===== config.mk =====
export PLATFORM = sky130hd
export DESIGN_NAME = pipeline_hazard_ctrl
export DESIGN_NICKNAME = d
export VERILOG_FILES = /design/src/rtl/pipeline_hazard_ctrl.sv
export SDC_FILE = /design/constraint.sdc
export NUM_CORES = 1
export LEC_CHECK = 0
export ABC_AREA = 1
export ABC_CLOCK_PERIOD_IN_PS = 900
export BUFFER_PORTS_ARGS = -buffer_cell sky130_fd_sc_hd__buf_2
export CORE_MARGIN = 2
export CORE_UTILIZATION = 25
export DETAILED_ROUTE_END_ITERATION = 10
export PLACE_DENSITY = 0.55
export SLEW_MARGIN = 20
export SYNTH_ARGS = -nofsm -noshare
export SYNTH_HDL_FRONTEND = slang
export SYNTH_SLANG_ARGS = --single-unit

===== constraint.sdc =====
create_clock -name clk -period 0.9 [get_ports clk]
set_clock_uncertainty 0.1 [all_clocks]
set_input_delay 0.09 -clock clk [delete_from_list [all_inputs] [get_ports clk]]
set_output_delay 0.09 -clock clk [all_outputs]
set_load 0.02 [all_outputs]

===== src/rtl/pipeline_hazard_ctrl.sv =====
// Stall/flush controller for the 5-stage RISC-V pipeline: load-use, branch redirect,
// variable-latency fetch and data-memory waits. Macro HAZARD_WATCHDOG_EN adds the wait watchdog.
module pipeline_hazard_ctrl #(
  parameter int TIMEOUT_CYC = 255
) (
  input  logic       clk,
  input  logic       rst,
  input  logic       imem_ready,
  input  logic [4:0] rs1D,
  input  logic [4:0] rs2D,
  input  logic [4:0] rdE,
  input  logic       mem_readE,
  input  logic       pc_srcE,
  input  logic       dmem_reqM,
  input  logic       dmem_ready,
  output logic       pc_write,
  output logic       fetch_ack,
  output logic       if_id_write,
  output logic       if_id_flush,
  output logic       id_ex_write,
  output logic       id_ex_flush,
  output logic       ex_mem_write,
  output logic       mem_wb_flush,
  output logic       mem_timeout
);

  typedef enum logic [0:0] {
    RUN   = 1'b0,
    IKILL = 1'b1
  } state_t;

  state_t state, state_nxt;
  logic   freeze;
  logic   lu;

  assign freeze = dmem_reqM & ~dmem_ready;
  assign lu     = mem_readE & (rdE != 5'd0) & ((rdE == rs1D) | (rdE == rs2D));

  always_ff @(posedge clk) begin
    if (rst) state <= RUN;
    else     state <= state_nxt;
  end

  always_comb begin
    state_nxt    = state;
    pc_write     = imem_ready;
    fetch_ack    = imem_ready;
    if_id_write  = 1'b1;
    if_id_flush  = ~imem_ready;
    id_ex_write  = 1'b1;
    id_ex_flush  = 1'b0;
    ex_mem_write = 1'b1;
    mem_wb_flush = 1'b0;
    if (rst) begin
      state_nxt    = RUN;
      pc_write     = 1'b0;
      fetch_ack    = 1'b0;
      if_id_write  = 1'b0;
      if_id_flush  = 1'b1;
      id_ex_write  = 1'b0;
      id_ex_flush  = 1'b1;
      ex_mem_write = 1'b0;
      mem_wb_flush = 1'b1;
    end else if (freeze) begin
      // Whole pipe holds; branch and load-use are re-evaluated once MEM releases.
      pc_write     = 1'b0;
      fetch_ack    = 1'b0;
      if_id_write  = 1'b0;
      if_id_flush  = 1'b0;
      id_ex_write  = 1'b0;
      id_ex_flush  = 1'b0;
      ex_mem_write = 1'b0;
      mem_wb_flush = 1'b1;
    end else if (state == IKILL) begin
      pc_write    = 1'b0;
      if_id_flush = 1'b1;
      fetch_ack   = imem_ready;
      if (imem_ready) state_nxt = RUN;
    end else if (pc_srcE) begin
      pc_write    = 1'b1;
      if_id_flush = 1'b1;
      id_ex_flush = 1'b1;
      fetch_ack   = imem_ready;
      // A fetch still in flight belongs to the wrong path and must be discarded on return.
      if (!imem_ready) state_nxt = IKILL;
    end else if (lu) begin
      pc_write    = 1'b0;
      if_id_write = 1'b0;
      id_ex_flush = 1'b1;
      fetch_ack   = 1'b0;
    end
  end

`ifdef HAZARD_WATCHDOG_EN
  localparam int             CW    = $clog2(TIMEOUT_CYC + 1);
  localparam logic [CW-1:0]  LIMIT = CW'(TIMEOUT_CYC);

  logic [CW-1:0] wait_cnt;
  logic          timeout_q;

  always_ff @(posedge clk) begin
    if (rst) begin
      wait_cnt  <= '0;
      timeout_q <= 1'b0;
    end else if (freeze) begin
      if (wait_cnt != LIMIT) wait_cnt <= wait_cnt + 1'b1;
      // Set on the edge that closes the TIMEOUT_CYC-th consecutive wait cycle.
      if (wait_cnt == LIMIT - 1'b1) timeout_q <= 1'b1;
    end else begin
      wait_cnt <= '0;
    end
  end

  assign mem_timeout = timeout_q;
`else
  assign mem_timeout = 1'b0;
`endif

endmodule

==> results of run 1 <==
[cell usage in the layout (no fill, tap or decap), types with 2 or more instances in the layout]
cell type,n
inv_1,8
nand2_1,21
a21oi_2,2
inv_4,2
nor2_1,7
nand2_2,8
buf_2,12
inv_2,9
nand3_1,2
buf_4,5
xnor2_1,2
buf_6,13
nor2_4,3
buf_8,5
[stage by stage]
step	total power, uW	hold slack (ns)	instance area (um^2)	instances	util (%)
after global placement	321.4	0.2164	576.8	124	44.33
after detailed placement	323.5	0.2108	576.8	124	44.33
after global routing	451.1	0.2215	754.5	125	57.98
after CTS	377.3	0.2120	675.6	124	51.92
after floorplan	209.5	0.06847	390.4	77	-
final	417.3	0.2094	754.5	125	57.98
[Yosys cell counts (all sizes together)]
cell | number | area share [%]
a211oi | 1 | 2.1
or2 | 1 | 1.8
nor2 | 11 | 12
nand2 | 29 | 33
nand4 | 1 | 1.8
conb | 1 | 1.1
o21ai | 2 | 2.8
a21oi | 2 | 2.8
nor3 | 1 | 1.4
xnor2 | 2 | 5.0
buf | 2 | 4.3
inv | 20 | 21
dfxtp | 1 | 5.7
nand3 | 3 | 4.3
[path summary, 6_finish.rpt]
kind / from / endpoint / slack, ns / cells past startpoint
setup / recovery: rdE[3] / pc_write / -0.22 / 9
hold / removal: imem_ready / state$_SDFFE_PP0N_ / 0.21 / 2
setup reg to reg: state$_SDFFE_PP0N_ / state$_SDFFE_PP0N_ / 0.06 / 3
hold reg to reg: state$_SDFFE_PP0N_ / state$_SDFFE_PP0N_ / 0.56 / 3
[cells by family (layout without fill, tap and decap cells)]
logic type | count (synthesis) | in the layout
and+or+nand+nor | 46 | 46
DFF | 1 | 1
buffers and inverters | 22 | 55
xor gates and xnor gates | 2 | 2
other | 1 | 1
AOI/OAI and AO/OA | 5 | 5
[layer usage]
metal	vias to the layer above	track usage (%)	wire length, um
li1	288	-	-
met3	0	0.8696	41
met2	12	24.69	582
met4	0	0	0
met5	-	0	0
met1	221	13.28	432
[what timing repair did]
action                                  CTS  global route
resized for setup                        29            22
buffers inserted                          0             1
hold buffers                              0             0
endpoints found under the setup margin    8             8
pin swaps                                10            20
[critical path, delay by kind of cell]
| kind | cells | cell delay, ns |
|---|---|---|
| compound gates | 2 | 0.24 |
| buf+inv | 4 | 0.38 |
| simple gates | 3 | 0.22 |
[where the power goes]
| group | leakage [uW] | internal [uW] | switching (uW) |
|---|---|---|---|
| clock | 0 | 0 | 0 |
| sequential | 0.00000861 | 48.6 | 2.94 |
| combinational | 0.000421 | 189 | 177 |
[final cells by class]
class,instances,area [um^2]
fill,149,546.8
tap,15,18.77
sequential,1,21.27
timing repair buffer,35,319.1
multi-input combinational,54,302.8
inverter,20,92.59
==> metrics.cfg, run 1 <==
[global_routing]
grt_pass1_wl_mm=1.738
antenna_found_initial=0
grt_pass1_vias=492
grt.overflow.total=0
grt_max_degree=5
track_usage_pct=11.80

[cells_and_area]
regMostFlops=state
final_nets=134
top_regs=state x1
syn_to_final_growth_pct=114.6
drive_above_1_share_pct=60.00
n_antenna_cell=0
largest_reg_flops=1

[timing]
tns_ns=-0.9150
rsz0062_at_grt=yes
period_needed_ns=1.123
setup_viol=6
hold_viol=0
setup_slack_ns=-0.2228
slew_viol_final=0
period_share_pct=124.8
fmax_mhz=890.7

[die]
pin_count=31
core_area_um2=1301
die_area_um2=1722
die_h_um=41.50
start_util_pct=27.02
rows=13
die_w_um=41.50

[yosys]
netlist_instances=77
synth_seq_area_share_pct=5.694
synth_fp_nets=99
synth_top_family_by_area=simple AND/OR/NAND/NOR gates
syn_area_um2=351.6
ys_types=17
synth-compound-area-share_pct=7.829
synth_xor_area_share_pct=4.982
synth-simple-area-share_pct=54.80
synthAdderAreaFrac_pct=0
synth-seq-cells=1
yosys_warnings=0
postSynthAreaPerCell_um2=4.566
muxShareOfSynthArea_pct=0

[drt]
totalWireLength_mm=1.057
ant_nets=0
via_per_inst=4.168
first_pass_iters=3
drt-initial-drc-count=5
vias=521
drc=0
avgRoutedWirePerCell_um=8.456

[outcome]
status=complete, but fails checks
failed_checks=negative setup slack

[run]
drv_cap=0

[critical_path]
worst-setup-path-type=in2out
cp-start-kind=input port
slowest_stage=buf_4
slowest_delay_ns=0.15
cp.arrival_ns=0.93
cp.required_ns=0.71
cp_cell_sequence=buf_8, inv_4, nand4_1, o21ai_1, inv_1, nand2_2, nand2_1, a21oi_2, buf_4
critPathCaptureType=output port
crit_fanout=3

[power_and_ir_drop]
ir_drop_v=0.0003120
p_leak_uw=0.0004294
power.density_nw_per_um2=553.1

[placed_design]
gp_congestion=0.7754
post-dp-hpwl_um=850.3
io_buffers=29
place_ws_ns=-0.3243

[hold_path]
min_path_type=in2reg

[clocking]
path_clk_slew_ns=0
clk_latency_ns=0

No activity file was read; power rests on OpenSTA's default activity.
==> inputs of run 2 (changes only) <==
Settings changed: BUFFER_PORTS_ARGS -buffer_cell sky130_fd_sc_hd__buf_2 to -buffer_cell sky130_fd_sc_hd__buf_4.
==> run 2 against run 1 <==
The flow still finishes with violations (negative setup slack); combinational power up 11%; cell area up 7.6%; maximum frequency down 1.7%; largest power group unchanged.
==> metrics.cfg, run 2 (synthesized netlist as in run 1, its figures left out) <==
[cells_and_area]
multi_input_area_um2=341.6
final_common_cell=buf_4
regMostFlops=state
syn_to_final_growth_pct=131.0
regArea_um2=21.27
drive_above_1_share_pct=66.36
stdcell_count=125
layout_common_cells=21 x buf_4, 16 x nand2_1, 13 x nand2_2
final_nets=134
fill_cells=127
top_regs=state x1
postLayoutCoreUtil_pct=62.40
n_antenna_cell=0
largest_reg_flops=1

[clocking]
ctsHoldBuffers=0
path_clk_slew_ns=0
clk_latency_ns=0

[die]
rows=13
start_util_pct=27.02
die_w_um=41.50
pin_count=31
core_area_um2=1301
die_area_um2=1722
die_h_um=41.50

[global_routing]
grt_max_degree=5
track_usage_pct=14.13
antenna_found_initial=0
grt_pass1_vias=525
grt.overflow.total=0
grt_pass1_wl_mm=2.056

[critical_path]
cp_cell_sequence=buf_8, nand2_1, inv_1, nor2_1, nor2_1, nand3_2, nand2_2, nand2_2, nand2_2, a21oi_2, buf_4
r2r-start=state$_SDFFE_PP0N_
critical_path.startpoint=rdE[0]
crit_fanout=4
slowest_stage=buf_4
cp.arrival_ns=0.95
cp.required_ns=0.71
rr_worst_depth=3
path_common_cell=nand2_2
worst-setup-path-type=in2out
critPathCaptureType=output port
reg2reg_to=state$_SDFFE_PP0N_
crit_end=pc_write
cp-start-kind=input port
slowest_delay_ns=0.15
reg2reg_slack_ns=0.03

[power_and_ir_drop]
switchingPower_uw=201.4
p_leak_uw=0.0004383
power_frac_seq_pct=11.5
p_sw_share_pct=43.86
ir_drop_v=0.0002833
p_int_uw=257.8
p_comb_share_pct=88.5
power_frac_clock_pct=0
power.density_nw_per_um2=565.5

[placed_design]
gp_congestion=0.7295
io_buffers=29
post-dp-hpwl_um=903.9
dp_cells=125

[drt]
first_pass_iters=4
avgRoutedWirePerCell_um=9.808
drc=0
drt-initial-drc-count=7
totalWireLength_mm=1.226
vias=549
ant_nets=0
via_per_inst=4.392

[timing]
period_share_pct=126.9
setup_viol=5
period_needed_ns=1.142
setup_slack_ns=-0.2421
hold_viol=0
rsz0062_at_grt=yes
holdWs_ns=0.2075
slew_viol_final=0
fmax_mhz=875.5

[hold_path]
min_path_type=in2reg
min-delay-start=imem_ready

[outcome]
failed_checks=negative setup slack
status=complete, but fails checks

[run]
drv_cap=0

run 2: routing by layer:
metal	share of wire, %	routed length, um	GRT usage, %	vias up
met2	60	736	29.38	14
met1	35	427	16.19	248
met5	0	0	0	-
met4	0	0	0	0
li1	-	-	-	287
met3	5.1	62	0.8696	0
run 2: how the worst min path moves through the flow:
stage / to / slack, ns / cells past startpoint
floorplan: state$_SDFFE_PP0N_ / 0.07 / 1
global placement: state$_SDFFE_PP0N_ / 0.20 / 2
detailed placement: state$_SDFFE_PP0N_ / 0.19 / 2
CTS: state$_SDFFE_PP0N_ / 0.19 / 2
global route: state$_SDFFE_PP0N_ / 0.22 / 2
finish: state$_SDFFE_PP0N_ / 0.21 / 2
run 2: final cells by class:
type	count	area share, %
Inverter	20	12.33
Multi-Input combinational cell	54	42.06
Sequential cell	1	2.619
Tap cell	15	2.311
Timing Repair Buffer	35	40.68
run 2: power groups by stage:
stage	sequential, uW	combinational (uW)	clock, uW
global route	53.4	440	0
finish	52.9	406	0
CTS	51.3	365	0
global placement	51.0	318	0
detailed placement	50.8	319	0
floorplan	50.4	159	0
run 2: worst max-delay path: cells and delay by family:
kind | cells | cell delay [ns]
AO/OA/AOI/OAI | 1 | 0.12
AND/OR/NAND/NOR | 7 | 0.46
buffers and inverters | 3 | 0.29
run 2: stage by stage:
stage	TNS, ns	power, uW	area [um^2]	setup WS [ns]
after floorplan	-0.4381	209.5	390.4	-0.2095
after global placement	-1.212	368.9	656.9	-0.2878
after detailed placement	-1.297	370.0	656.9	-0.3183
after CTS	-1.122	416.6	745.7	-0.2621
after global routing	-1.350	493.8	812.0	-0.3319
final	-0.9163	459.2	812.0	-0.2421
run 2: what timing repair did:
action,4_1_cts,5_1_grt
gates resized for setup,26,27
buffers inserted,1,0
endpoints found under the hold margin,0,0
endpoints found under the setup margin,7,7
pin swaps,10,14
==> inputs of run 3 (changes only) <==
Settings changed: ABC_AREA 1 to 0, CORE_AREA set to 2 2 39 41, CORE_MARGIN 2 to not set, CORE_UTILIZATION 25 to not set, DIE_AREA set to 0 0 41 43, PLACE_DENSITY 0.55 to 0.51.
==> run 3 against run 2 <==
The flow still finishes with violations (negative setup slack); sequential power about the same; via count is 27% lower; wire length decreased by 29%; final cell count fell by 26%; critical path depth fell by 5; utilization is 17 points lower; die area rose by 2.4%; setup slack worse by 0.41 ns; combinational power fell by 19%; synthesized area shrank 22%; first-iteration DRC count is 71% lower; cell area fell by 22%; critical path type unchanged; critical endpoint is now id_ex_flush; largest cell class is now non-clock buffers.
==> metrics.cfg, run 3 <==
[cells_and_area]
final_common_cell=buf_4
drive_above_1_share_pct=67.11
regMostFlops=state
largest_reg_flops=1
n_antenna_cell=0
fill_cells=157
final_nets=100
top_regs=state x1
layout_common_cells=33 x buf_4, 10 x xnor2_1, 4 x a21oi_2
syn_to_final_growth_pct=130.1

[placed_design]
io_buffers=29
gp_congestion=0.6304
post-dp-hpwl_um=790.2
place_ws_ns=-0.6989

[drt]
wl_met2_um=485
avgRoutedWirePerCell_um=9.489
drt-initial-drc-count=2
ant_nets=0
first_pass_iters=2
wl_met3_um=88
wl_met1_um=298
highest_layer=met3
vias=400
via_per_inst=4.348
drc=0
totalWireLength_um=873

[yosys]
ys_types=19
postSynthAreaPerCell_um2=6.683
synthTopCellsByCount=10 x xnor2_1, 5 x a21oi_1, 3 x nand2_1, 3 x nor2_1, 3 x nor3_1
netlist_instances=41
synth.most_common_cell=xnor2_1
syn_area_um2=274.0
synth-edff-count=0
synth_fp_nets=63
synth-seq-cells=1
synth_area_leader_cell=xnor2_1
ys_top_cells_by_area=xnor2_1 32%, a21oi_1 9.1%, dfxtp_1 7.3%
synthArstFlopShare_pct=0
synthDominantCellAreaShare_pct=31.96
synth_seq_area_share_pct=7.306
synthFlopType=dfxtp_1
yosys_warnings=0

[outcome]
failed_checks=negative setup slack
status=complete, but fails checks

[power_and_ir_drop]
power_uw=383.4
p_sw_share_pct=37.79
ir_drop_v=0.0001792
p_comb_share_pct=86.2
p_leak_uw=0.0002871
switchingPower_uw=144.9
power_frac_seq_pct=13.8
p_int_uw=238.5
power_frac_clock_pct=0
power.density_nw_per_um2=608.0

[die]
die_area_um2=1763
die_w_um=41
pin_count=31
core_area_um2=1384
rows=14
die_h_um=43
start_util_pct=19.80

[timing]
period_share_pct=172.6
slew_viol_final=0
setup_slack_ns=-0.6536
setup_viol=5
fmax_mhz=643.7
period_needed_ns=1.554
rsz0062_at_grt=yes
hold_viol=0

[global_routing]
track_usage_pct=9.900
grt_pass1_wl_mm=1.317
antenna_found_initial=0
grt_pass1_vias=383
grt_max_degree=7
grt.overflow.total=0

[critical_path]
cp-start-kind=input port
critical_path.startpoint=rdE[1]
reg2reg_slack_ns=0.10
worst-setup-path-type=in2out
cp.arrival_ns=1.36
crit_end=id_ex_flush
rr_worst_depth=2
r2r-start=state$_SDFFE_PP0N_
cp.required_ns=0.71
reg2reg_to=state$_SDFFE_PP0N_
critPathCaptureType=output port
crit_fanout=3

[run]
drv_cap=0

[clocking]
path_clk_slew_ns=0
clk_latency_ns=0
ctsHoldBuffers=0
cts_setup_buffers=0

[hold_path]
min_path_type=in2reg

run 3: cell count changes after synthesis, moves of 4 or more:
| cell | before | now |
|---|---|---|
| inv_2 | 4 | 0 |
| nand2_1 | 26 | 3 |
| inv_1 | 16 | 1 |
| nor2_1 | 10 | 3 |
| xnor2_1 | 2 | 10 |
run 3: critical path: stages:
cell and delay, ns:
buf_8 0.10, or4_4 0.52, o21ai_2 0.14, nor3_1 0.06
a221o_1 0.31, buf_6 0.14
run 3: kinds of logic (layout without fill, tap and decap cells):
logic type             count (synthesis)  in the layout  synth area share, %
buffers and inverters                  3             38                6.846
XOR/XNOR                              10             10                31.96
AND/OR/NAND/NOR                       16             16                29.68
flip-flops                             1              1                7.306
AO/OA/AOI/OAI                         10             10                22.83
other                                  1              1                1.369
run 3: timing repair:
action	4_1_cts	5_1_grt
endpoints found under the setup margin	7	7
cloned	0	0
pin swaps	5	2
gates resized for setup	9	4
run 3: through the flow:
stage / hold WS [ns] / util [%] / cells / TNS (ns) / instance area, um^2
2_1_floorplan: 0.05532 / - / 41 / -1.614 / 295.3
3_3_place_gp: 0.1870 / 41.77 / 92 / -2.723 / 578.1
3_5_place_dp: 0.1930 / 41.77 / 92 / -2.805 / 578.1
4_1_cts: 0.1872 / 44.48 / 92 / -2.623 / 615.6
5_1_grt: 0.2000 / 45.57 / 92 / -2.890 / 630.6
6_report: 0.1899 / 45.57 / 92 / -2.559 / 630.6
run 3: power groups by stage:
stage | registers, uW | logic, uW | clock network [uW]
after floorplan | 51.7 | 147 | 0
after global placement | 53.0 | 306 | 0
after detailed placement | 52.5 | 308 | 0
after CTS | 52.6 | 326 | 0
after global routing | 53.7 | 357 | 0
final | 53.1 | 330 | 0
run 3: metal layers:
layer  vias up  GRT usage (%)
li1        209              -
met4         0              0
met2        24          20.31
met1       167          10.79
met3         0              0
met5         -              0
run 3: worst min-delay path by stage:
stage / start / end / depth (start not counted)
floorplan: rst / state$_SDFFE_PP0N_ / 1
global placement: rst / state$_SDFFE_PP0N_ / 2
detailed placement: rst / state$_SDFFE_PP0N_ / 2
CTS: rst / state$_SDFFE_PP0N_ / 2
global route: rst / state$_SDFFE_PP0N_ / 2
finish: rst / state$_SDFFE_PP0N_ / 2
run 3: final cells by class:
| class | count | area (um^2) | area share [%] |
|---|---|---|---|
| multi-input combinational | 37 | 286.5 | 45.44 |
| tap | 16 | 20.02 | 3.175 |
| inverter | 1 | 3.754 | 0.5952 |
| timing repair buffer | 37 | 296.5 | 47.02 |
| sequential | 1 | 23.77 | 3.770 |
